==> config.mk <==
export PLATFORM = sky130hd
export DESIGN_NAME = rv_mul_iter
export DESIGN_NICKNAME = d
export VERILOG_FILES = /design/src/rtl/rv_mul_iter.sv
export SDC_FILE = /design/constraint.sdc
export NUM_CORES = 2
export LEC_CHECK = 0
export CAP_MARGIN = 20
export CORE_AREA = 2 2 252 254
export CTS_CLUSTER_DIAMETER = 30
export DETAILED_ROUTE_END_ITERATION = 7
export DIE_AREA = 0 0 254 256
export PLACE_DENSITY = 0.89
export SETUP_SLACK_MARGIN = 0.05
export SYNTH_ARGS = -nofsm -noshare
export SYNTH_HDL_FRONTEND = slang
export SYNTH_SLANG_ARGS = --single-unit
==> constraint.sdc <==
create_clock -name clk -period 5.7 [get_ports clk]
set_input_delay 1.71 -clock clk [delete_from_list [all_inputs] [get_ports clk]]
set_output_delay 1.71 -clock clk [all_outputs]
set_load 0.05 [all_outputs]
==> src/rtl/rv_mul_iter.sv <==
`default_nettype none
// +--------------------------------------------------------------------------+
// | Module      : rv_mul_iter                                                |
// | Description : Iterative RISC-V M-extension multiplier (MUL, MULH,        |
// |               MULHSU, MULHU, plus MULW when XLEN=64). The unsigned       |
// |               magnitude product is built UNROLL multiplier bits per      |
// |               cycle. One extra cycle applies the sign, and the result    |
// |               is held until the consumer accepts it.                     |
// | Ports       : clk, rst (sync, active-high), flush_i (sync abort)         |
// |               in_valid_i/in_ready_o, op_i, op_w_i, op1_i, op2_i:         |
// |                 request side                                             |
// |               out_valid_o/out_ready_i, result_o: response side           |
// | Options     : RV_MUL_EARLY_OUT_EN - leave CALC as soon as the remaining  |
// |               multiplier bits are all zero (same results, lower latency) |
// | Revision    : 1.0 - initial release                                      |
// +--------------------------------------------------------------------------+
module rv_mul_iter #(
    parameter int XLEN   = 64,
    parameter int UNROLL = 2
) (
    input  logic            clk,
    input  logic            rst,
    input  logic            flush_i,
    input  logic            in_valid_i,
    output logic            in_ready_o,
    input  logic [1:0]      op_i,
    input  logic            op_w_i,
    input  logic [XLEN-1:0] op1_i,
    input  logic [XLEN-1:0] op2_i,
    output logic            out_valid_o,
    input  logic            out_ready_i,
    output logic [XLEN-1:0] result_o
);

    localparam int              c_PW        = 2 * XLEN;
    localparam int              c_CW        = $clog2(XLEN / UNROLL + 1);
    localparam logic [c_CW-1:0] c_ITER_FULL = c_CW'(XLEN / UNROLL);
    localparam logic [c_CW-1:0] c_ITER_W    = c_CW'(32 / UNROLL);
    localparam logic [1:0]      c_OP_MUL    = 2'b00;
    localparam logic [1:0]      c_OP_MULH   = 2'b01;
    localparam logic [1:0]      c_OP_MULHSU = 2'b10;

    typedef enum logic [1:0] {
        S_IDLE = 2'd0,
        S_CALC = 2'd1,
        S_SIGN = 2'd2,
        S_DONE = 2'd3
    } state_e;

    state_e          state_q,     state_d;
    logic [c_PW-1:0] mag1_q,      mag1_d;      // |op1|, shifted left each step
    logic [XLEN-1:0] mag2_q,      mag2_d;      // |op2|, consumed from the LSB end
    logic [c_PW-1:0] prod_q,      prod_d;
    logic [c_CW-1:0] cnt_q,       cnt_d;
    logic            neg_q,       neg_d;
    logic [1:0]      op_q,        op_d;
    logic            w_q,         w_d;
    logic            in_ready_q,  in_ready_d;
    logic            out_valid_q, out_valid_d;
    logic [XLEN-1:0] result_q,    result_d;

    logic [XLEN-1:0] w_op1_w, w_op2_w, w_res_w;
    logic            w_has_w;
    logic [c_PW-1:0] w_prod_signed;
    logic            w_is_w, w_sgn1, w_sgn2, w_neg1, w_neg2;
    logic [XLEN-1:0] w_src1, w_src2, w_abs1, w_abs2;
    logic [c_PW-1:0] w_step;
    logic            w_early;

    assign w_prod_signed = neg_q ? -prod_q : prod_q;

    // The 32-bit word form only exists on RV64; on RV32 op_w_i is ignored.
    generate
        if (XLEN == 64) begin : g_w64
            assign w_op1_w = {{32{op1_i[31]}}, op1_i[31:0]};
            assign w_op2_w = {{32{op2_i[31]}}, op2_i[31:0]};
            assign w_res_w = {{32{w_prod_signed[31]}}, w_prod_signed[31:0]};
            assign w_has_w = 1'b1;
        end else begin : g_w32
            assign w_op1_w = op1_i;
            assign w_op2_w = op2_i;
            assign w_res_w = w_prod_signed[XLEN-1:0];
            assign w_has_w = 1'b0;
        end
    endgenerate

`ifdef RV_MUL_EARLY_OUT_EN
    // Nothing left to add once the unconsumed multiplier bits are zero.
    assign w_early = (mag2_q >> UNROLL) == '0;
`else
    assign w_early = 1'b0;
`endif

    always_comb begin
        state_d     = state_q;
        mag1_d      = mag1_q;
        mag2_d      = mag2_q;
        prod_d      = prod_q;
        cnt_d       = cnt_q;
        neg_d       = neg_q;
        op_d        = op_q;
        w_d         = w_q;
        result_d    = result_q;

        w_is_w = w_has_w & op_w_i & (op_i == c_OP_MUL);
        w_src1 = w_is_w ? w_op1_w : op1_i;
        w_src2 = w_is_w ? w_op2_w : op2_i;
        w_sgn1 = w_is_w | (op_i == c_OP_MULH) | (op_i == c_OP_MULHSU);
        w_sgn2 = w_is_w | (op_i == c_OP_MULH);
        w_neg1 = w_sgn1 & w_src1[XLEN-1];
        w_neg2 = w_sgn2 & w_src2[XLEN-1];
        // The most negative value negates to 2^(XLEN-1). That value is exact
        // when the magnitude is read as unsigned.
        w_abs1 = w_neg1 ? -w_src1 : w_src1;
        w_abs2 = w_neg2 ? -w_src2 : w_src2;
        w_step = mag1_q * {{(c_PW-UNROLL){1'b0}}, mag2_q[UNROLL-1:0]};

        case (state_q)
            S_IDLE: begin
                if (in_ready_q && in_valid_i) begin
                    mag1_d  = {{XLEN{1'b0}}, w_abs1};
                    mag2_d  = w_abs2;
                    neg_d   = w_neg1 ^ w_neg2;
                    op_d    = op_i;
                    w_d     = w_is_w;
                    prod_d  = '0;
                    cnt_d   = w_is_w ? c_ITER_W : c_ITER_FULL;
                    state_d = S_CALC;
                end
            end
            S_CALC: begin
                prod_d = prod_q + w_step;
                mag1_d = mag1_q << UNROLL;
                mag2_d = mag2_q >> UNROLL;
                cnt_d  = cnt_q - c_CW'(1);
                if (cnt_q == c_CW'(1) || w_early) begin
                    state_d = S_SIGN;
                end
            end
            S_SIGN: begin
                prod_d = w_prod_signed;
                if (op_q == c_OP_MUL) begin
                    result_d = w_q ? w_res_w : w_prod_signed[XLEN-1:0];
                end else begin
                    result_d = w_prod_signed[c_PW-1:XLEN];
                end
                state_d = S_DONE;
            end
            S_DONE: begin
                if (out_ready_i) begin
                    state_d = S_IDLE;
                end
            end
            default: state_d = S_IDLE;
        endcase

        // Abort wins over both a new request and a result handshake.
        if (flush_i) begin
            state_d = S_IDLE;
        end

        in_ready_d  = (state_d == S_IDLE);
        out_valid_d = (state_d == S_DONE);
    end

    always_ff @(posedge clk) begin
        if (rst) begin
            state_q     <= S_IDLE;
            mag1_q      <= '0;
            mag2_q      <= '0;
            prod_q      <= '0;
            cnt_q       <= '0;
            neg_q       <= 1'b0;
            op_q        <= 2'b00;
            w_q         <= 1'b0;
            in_ready_q  <= 1'b0;
            out_valid_q <= 1'b0;
            result_q    <= '0;
        end else begin
            state_q     <= state_d;
            mag1_q      <= mag1_d;
            mag2_q      <= mag2_d;
            prod_q      <= prod_d;
            cnt_q       <= cnt_d;
            neg_q       <= neg_d;
            op_q        <= op_d;
            w_q         <= w_d;
            in_ready_q  <= in_ready_d;
            out_valid_q <= out_valid_d;
            result_q    <= result_d;
        end
    end

    assign in_ready_o  = in_ready_q;
    assign out_valid_o = out_valid_q;
    assign result_o    = result_q;

endmodule
`default_nettype wire
Word level (Yosys, flattened, before mapping)
Cells that the tools add are included.
Widths: inputs -> output; s select.
{ "totals": {"ff_bits": 398, "in_bits": 136, "output_inout_bits": 66, "wordCells": 62} }
{ "classes": {"addsub": 5, "mul": 1, "eq_ne": 8, "muxes": 21, "bitwise_logic": 6, "reduce_logical": 10} }
{ "ops": {"columns": ["cell", "count"], "rows": [
  ["$mux 64", 7],
  ["$mux 128", 3],
  ["$pmux 128 s3", 1],
  ["$pmux 128 s2", 1],
  ["$add 128x128->128", 1],
  ["$mul 128x2->128", 1],
  ["$neg 128->128", 1],
  ["$neg 64->64", 2],
  ["$pmux 64 s2", 1],
  ["$mux 6", 2],
  ["$pmux 6 s2", 1],
  ["$eq 2x2->1 const B", 4],
  ["$logic_not 2->1", 4],
  ["$mux 2", 4],
  ["$pmux 2 s4", 1],
  ["$eq 6x1->1 const B", 1],
  ["$reduce_and 2->1", 3],
  ["$sub 6x1->6 const B", 1],
  ["$eq 2x1->1 const B", 2],
  ["$and 1x1->1", 3],
  ["$reduce_bool 3->1", 1],
  ["$ne 2x2->1 const B", 1],
  ["$or 1x1->1", 2],
  ["$reduce_bool 2->1", 1],
  ["2 further kinds", 2]
]} }

Depth between registers and ports, before layout
{ "depth": {"depth_word": 8, "ltp_mapped": 18} }

Worst setup path before layout
No wires, ideal clock.
{ "synth_timing": {"path_type": "input to register", "from": "input op2_i[22]", "to": "register mag2_q[58]", "setup_time_ns": 0.132, "arrival_time_ns": 4.832, "required_time_ns": 5.568, "setup_slack_ns": 0.736, "cell_stages": 10, "path_cell_list": "or4_1 -> or4_1 -> or4_4 -> or4b_4 -> or3_4 -> o31ai_2 -> xor2_1 -> o21ai_1 -> o211ai_1 -> a21oi_1"} }
{ "synth_between": {"elab_chain_len": 5} }
{ "synth_rtl": {"columns": ["element", "line_no", "source"], "rows": [
  ["from (decl)", "29", "input logic [XLEN-1:0] op2_i,"],
  ["$mux 64", "107", "w_src2 = w_is_w ? w_op2_w : op2_i;"],
  ["$neg 64->64", "115", "w_abs2 = w_neg2 ? -w_src2 : w_src2;"],
  ["$mux 64", "115", null],
  ["$mux 64", "120", "if (in_ready_q && in_valid_i) begin"],
  ["$pmux 64 s2", "118", "case (state_q)"],
  ["to (signal assigned)", "182", "mag2_q <= mag2_d;"],
  ["to (decl)", "52", "logic [XLEN-1:0] mag2_q, mag2_d;"]
]} }
Every way passes these cells. The select of a mux whose other input is x is not followed.
A chain may end at the register's enable or synchronous reset.

Worst setup path in the final report
{ "layout_timing": {"from": "register mag2_q[1]", "to": "register prod_q[103]"} }
{ "layout_between": {"elab_chain_len": 3} }
{ "layout_rtl": {"columns": ["element", "line_no", "source"], "rows": [
  ["$mul 128x2->128", "116", "w_step = mag1_q * {{(c_PW-UNROLL){1'b0}}, mag2_q[UNROLL-1:0]};"],
  ["$add 128x128->128", "132", "prod_d = prod_q + w_step;"],
  ["$pmux 128 s3", "118", null],
  ["to (signal assigned)", "183", "prod_q <= prod_d;"],
  ["to (decl)", "53", "logic [c_PW-1:0] prod_q, prod_d;"]
]} }
Every way passes these cells.

==> impl_metrics.env <==
export IMPL_status="complete, no violations"
export IMPL_rsz0062_at_grt="no"
export IMPL_synth_compound_area_share_pct=26.5
export IMPL_vias=42307
export IMPL_vdd_drop_max_mv=0.269
export IMPL_synth_nets=5729
export IMPL_drive_gt1_share_pct=6.86
export IMPL_io_pins=202
export IMPL_avgSynthCellArea_um2=6.96
export IMPL_power_density_mw_per_mm2=241
export IMPL_p_leak_nw=17.8
export IMPL_rr_worst_depth=15
export IMPL_dr_pass1_iters=8
export IMPL_critPathCaptureType="flop"
export IMPL_grt_overflow_total=0
export IMPL_wl_per_cell_um=24.2
export IMPL_clock_latency_ns=0.66
export IMPL_grt_antenna_before_repair=6
export IMPL_yosysWarningCount=0
export IMPL_post_cts_setup_buffers=0
export IMPL_hold_class="reg -> reg"
export IMPL_synth_edf_count=0
export IMPL_drc=0
export IMPL_period_share_pct=95.7
export IMPL_cts_sinks=398
export IMPL_hold_viol=0
export IMPL_grt_max_degree=93
export IMPL_cts_repair_resized=0
export IMPL_fin_tns_setup_ns=0
export IMPL_cp_data_required_time_ns=6.20
export IMPL_grt_usage_pct=46.0
export IMPL_synth_top_family_by_area="compound AO/OA/AOI/OAI gates"
export IMPL_slew_violations=0
export IMPL_r2r_setup_slack_ns=0.24
export IMPL_cts_inserted_buffers=100
export IMPL_yosysMostFrequentCell="nand2_1"
export IMPL_yosysTopAreaCell="dfxtp_1"
export IMPL_final_fill_count=5248
export IMPL_core_area_mm2=0.0624
export IMPL_syn_area_mm2=0.0371
export IMPL_grt_pass1_vias=39153
export IMPL_worst_pin_slew_ns=1.09
export IMPL_final_nets=5811
export IMPL_synth_mux_area_share_pct=0.972
export IMPL_synthArstFlopShare_pct=0
export IMPL_hold_depth=2
export IMPL_worstPathMaxFanout=40
export IMPL_initial_core_util_pct=59.4
export IMPL_setup_worst_path_start_class="flop"
export IMPL_drv_cap=0
export IMPL_rows=92
export IMPL_routed_wl_um=154000
export IMPL_synth_xor_area_share_pct=8.20
export IMPL_ys_flop_type="dfxtp_1"
export IMPL_synth_distinct_cells=83
export IMPL_area_growth_pct=18.0
export IMPL_hpwl_um=117000
export IMPL_synthSimpleGateAreaFrac_pct=23.4
export IMPL_drt_iter0_drc=6646
export IMPL_ys_top_cells_by_area="dfxtp_1 (21%), nand2_1 (8.0%), a21oi_1 (6.9%)"
export IMPL_cts_max_path_buffers=3
export IMPL_max_freq_mhz=183
export IMPL_dieArea_mm2=0.0650
export IMPL_slew_headroom_pct=27.0
export IMPL_die_h_um=256
export IMPL_via_per_inst=6.66
export IMPL_gp_congestion=1.11
export IMPL_crit_arrival_ns=5.96
export IMPL_hold_buffers=0
export IMPL_synth_adder_area_share_pct=11.5
export IMPL_synthTopCellsByCount="nand2_1 (787), nor2_1 (553), a21oi_1 (513)"
export IMPL_h_tree_depth=3
export IMPL_ys_ff_latch=398
export IMPL_grt_first_pass_wirelength_um=232000
export IMPL_portBuffers=201
export IMPL_netlist_instances=5329
export IMPL_clock_root_buffer="clkbuf_16"
export IMPL_die_width_um=254
export IMPL_final_antenna_net_count=0
export IMPL_tritoncts="built"
export IMPL_ys_seq_area_share_pct=21.5
export IMPL_setup_viol=0
export IMPL_path_clk_slew_ns=0.05
export IMPL_power_mw=10.5
export IMPL_synth_top_area_share_pct=21.5
export IMPL_min_period_ns=5.46
export IMPL_finClkSkew_ns=0.0281
export IMPL_criticalPathCategory="reg -> reg"
## final cells by class
class | count | area [um^2] | share of cell area (%)
Multi-Input combinational cell | 4142 | 26300 | 60.0
Sequential cell | 398 | 7980 | 18.2
Timing Repair Buffer | 327 | 3060 | 7.00
Clock buffer | 124 | 2760 | 6.32
Inverter | 442 | 1660 | 3.79
Tap cell | 846 | 1060 | 2.42
Clock inverter | 66 | 947 | 2.17
Antenna cell | 9 | 22.5 | 0.0515
## metrics by stage
| step | worst slack, ns | cell area, um^2 | std cells | hold slack, ns | utilization (%) |
|---|---|---|---|---|---|
| after floorplan | 0.736 | 37100 | 5329 | 0.431 | - |
| after global placement | 0.144 | 40000 | 6154 | 0.424 | 64.1 |
| after detailed placement | 0.126 | 40000 | 6154 | 0.429 | 64.1 |
| after CTS | 0.551 | 43700 | 6344 | 0.436 | 70.0 |
| after global routing | 0.164 | 43700 | 6345 | 0.464 | 70.1 |
| final | 0.244 | 43700 | 6354 | 0.435 | 70.1 |
## power breakdown
| group | total [mW] | switching, mW | internal (mW) |
|---|---|---|---|
| registers | 3.01 | 0.126 | 2.89 |
| clock network | 6.26 | 1.98 | 4.28 |
| logic | 1.28 | 0.844 | 0.431 |
## flip-flops by register name, summed over array words and instances, names as in the netlist
signal / flops
mag1_q: 128
state_q: 2
cnt_q: 6
op_q: 2
out_valid_o: 1
mag2_q: 64
prod_q: 128
w_q: 1
neg_q: 1
in_ready_o: 1
result_o: 64
## per-layer routing
layer | up-vias | track usage [%] | share of wire [%]
li1 | 18867 | - | -
met1 | 19832 | 61.1 | 39
met2 | 3044 | 65.2 | 40
met3 | 560 | 16.3 | 15
met4 | 4 | 23.8 | 5.8
met5 | - | 0.376 | 0.015
## cells in the final DEF (no fill, tap or decap), types with 41 or more instances in the layout
cell / count
nand2_1: 786
nor2_1: 550
a21oi_1: 509
inv_1: 439
dfxtp_1: 395
o21ai_0: 335
xnor2_1: 250
clkdlybuf4s50_1: 200
nor3_1: 158
ha_1: 136
fa_1: 127
buf_4: 118
clkbuf_16: 101
nand4_1: 98
xor2_1: 97
a22oi_1: 86
a21o_1: 72
nand3_1: 67
o31ai_1: 66
o211ai_1: 56
o22ai_1: 56
or3_1: 49
nor4_1: 48
a211oi_1: 41
## kinds of logic (layout without fill, tap and decap cells)
family                   Yosys count  after routing
other                              0              9
multiplexers                      36             36
adder cells (fa/ha/maj)          264            264
AO/OA/AOI/OAI                   1559           1559
XOR/XNOR                         347            347
flip-flops                       398            398
AND/OR/NAND/NOR                 1936           1936
buffers and inverters            789            959
## critical path: stages (launching register included)
cell	delay, ns
dfxtp_4	0.65
nand2_1	0.19
fa_1	0.54
inv_1	0.05
ha_1	0.38
a21oi_1	0.27
o21ai_0	0.23
a221o_1	0.50
o31ai_1	0.49
nand3_1	0.29
a31oi_1	0.52
o31ai_1	0.15
buf_4	0.18
a31oi_1	0.27
xor2_1	0.36
o22ai_1	0.15
## final timing paths
| check | start | end |
|---|---|---|
| worst min register to register | result_o[41]$_SDFFE_PP0N_ | result_o[41]$_SDFFE_PP0N_ |
| worst max register to register | mag2_q[1]$_SDFFE_PP0P_ | prod_q[103]$_SDFFE_PP0P_ |
| worst max-delay path | mag2_q[1]$_SDFFE_PP0P_ | prod_q[103]$_SDFFE_PP0P_ |
| worst min-delay path | result_o[41]$_SDFFE_PP0N_ | result_o[41]$_SDFFE_PP0N_ |
No activity file was read; power rests on OpenSTA's default activity.
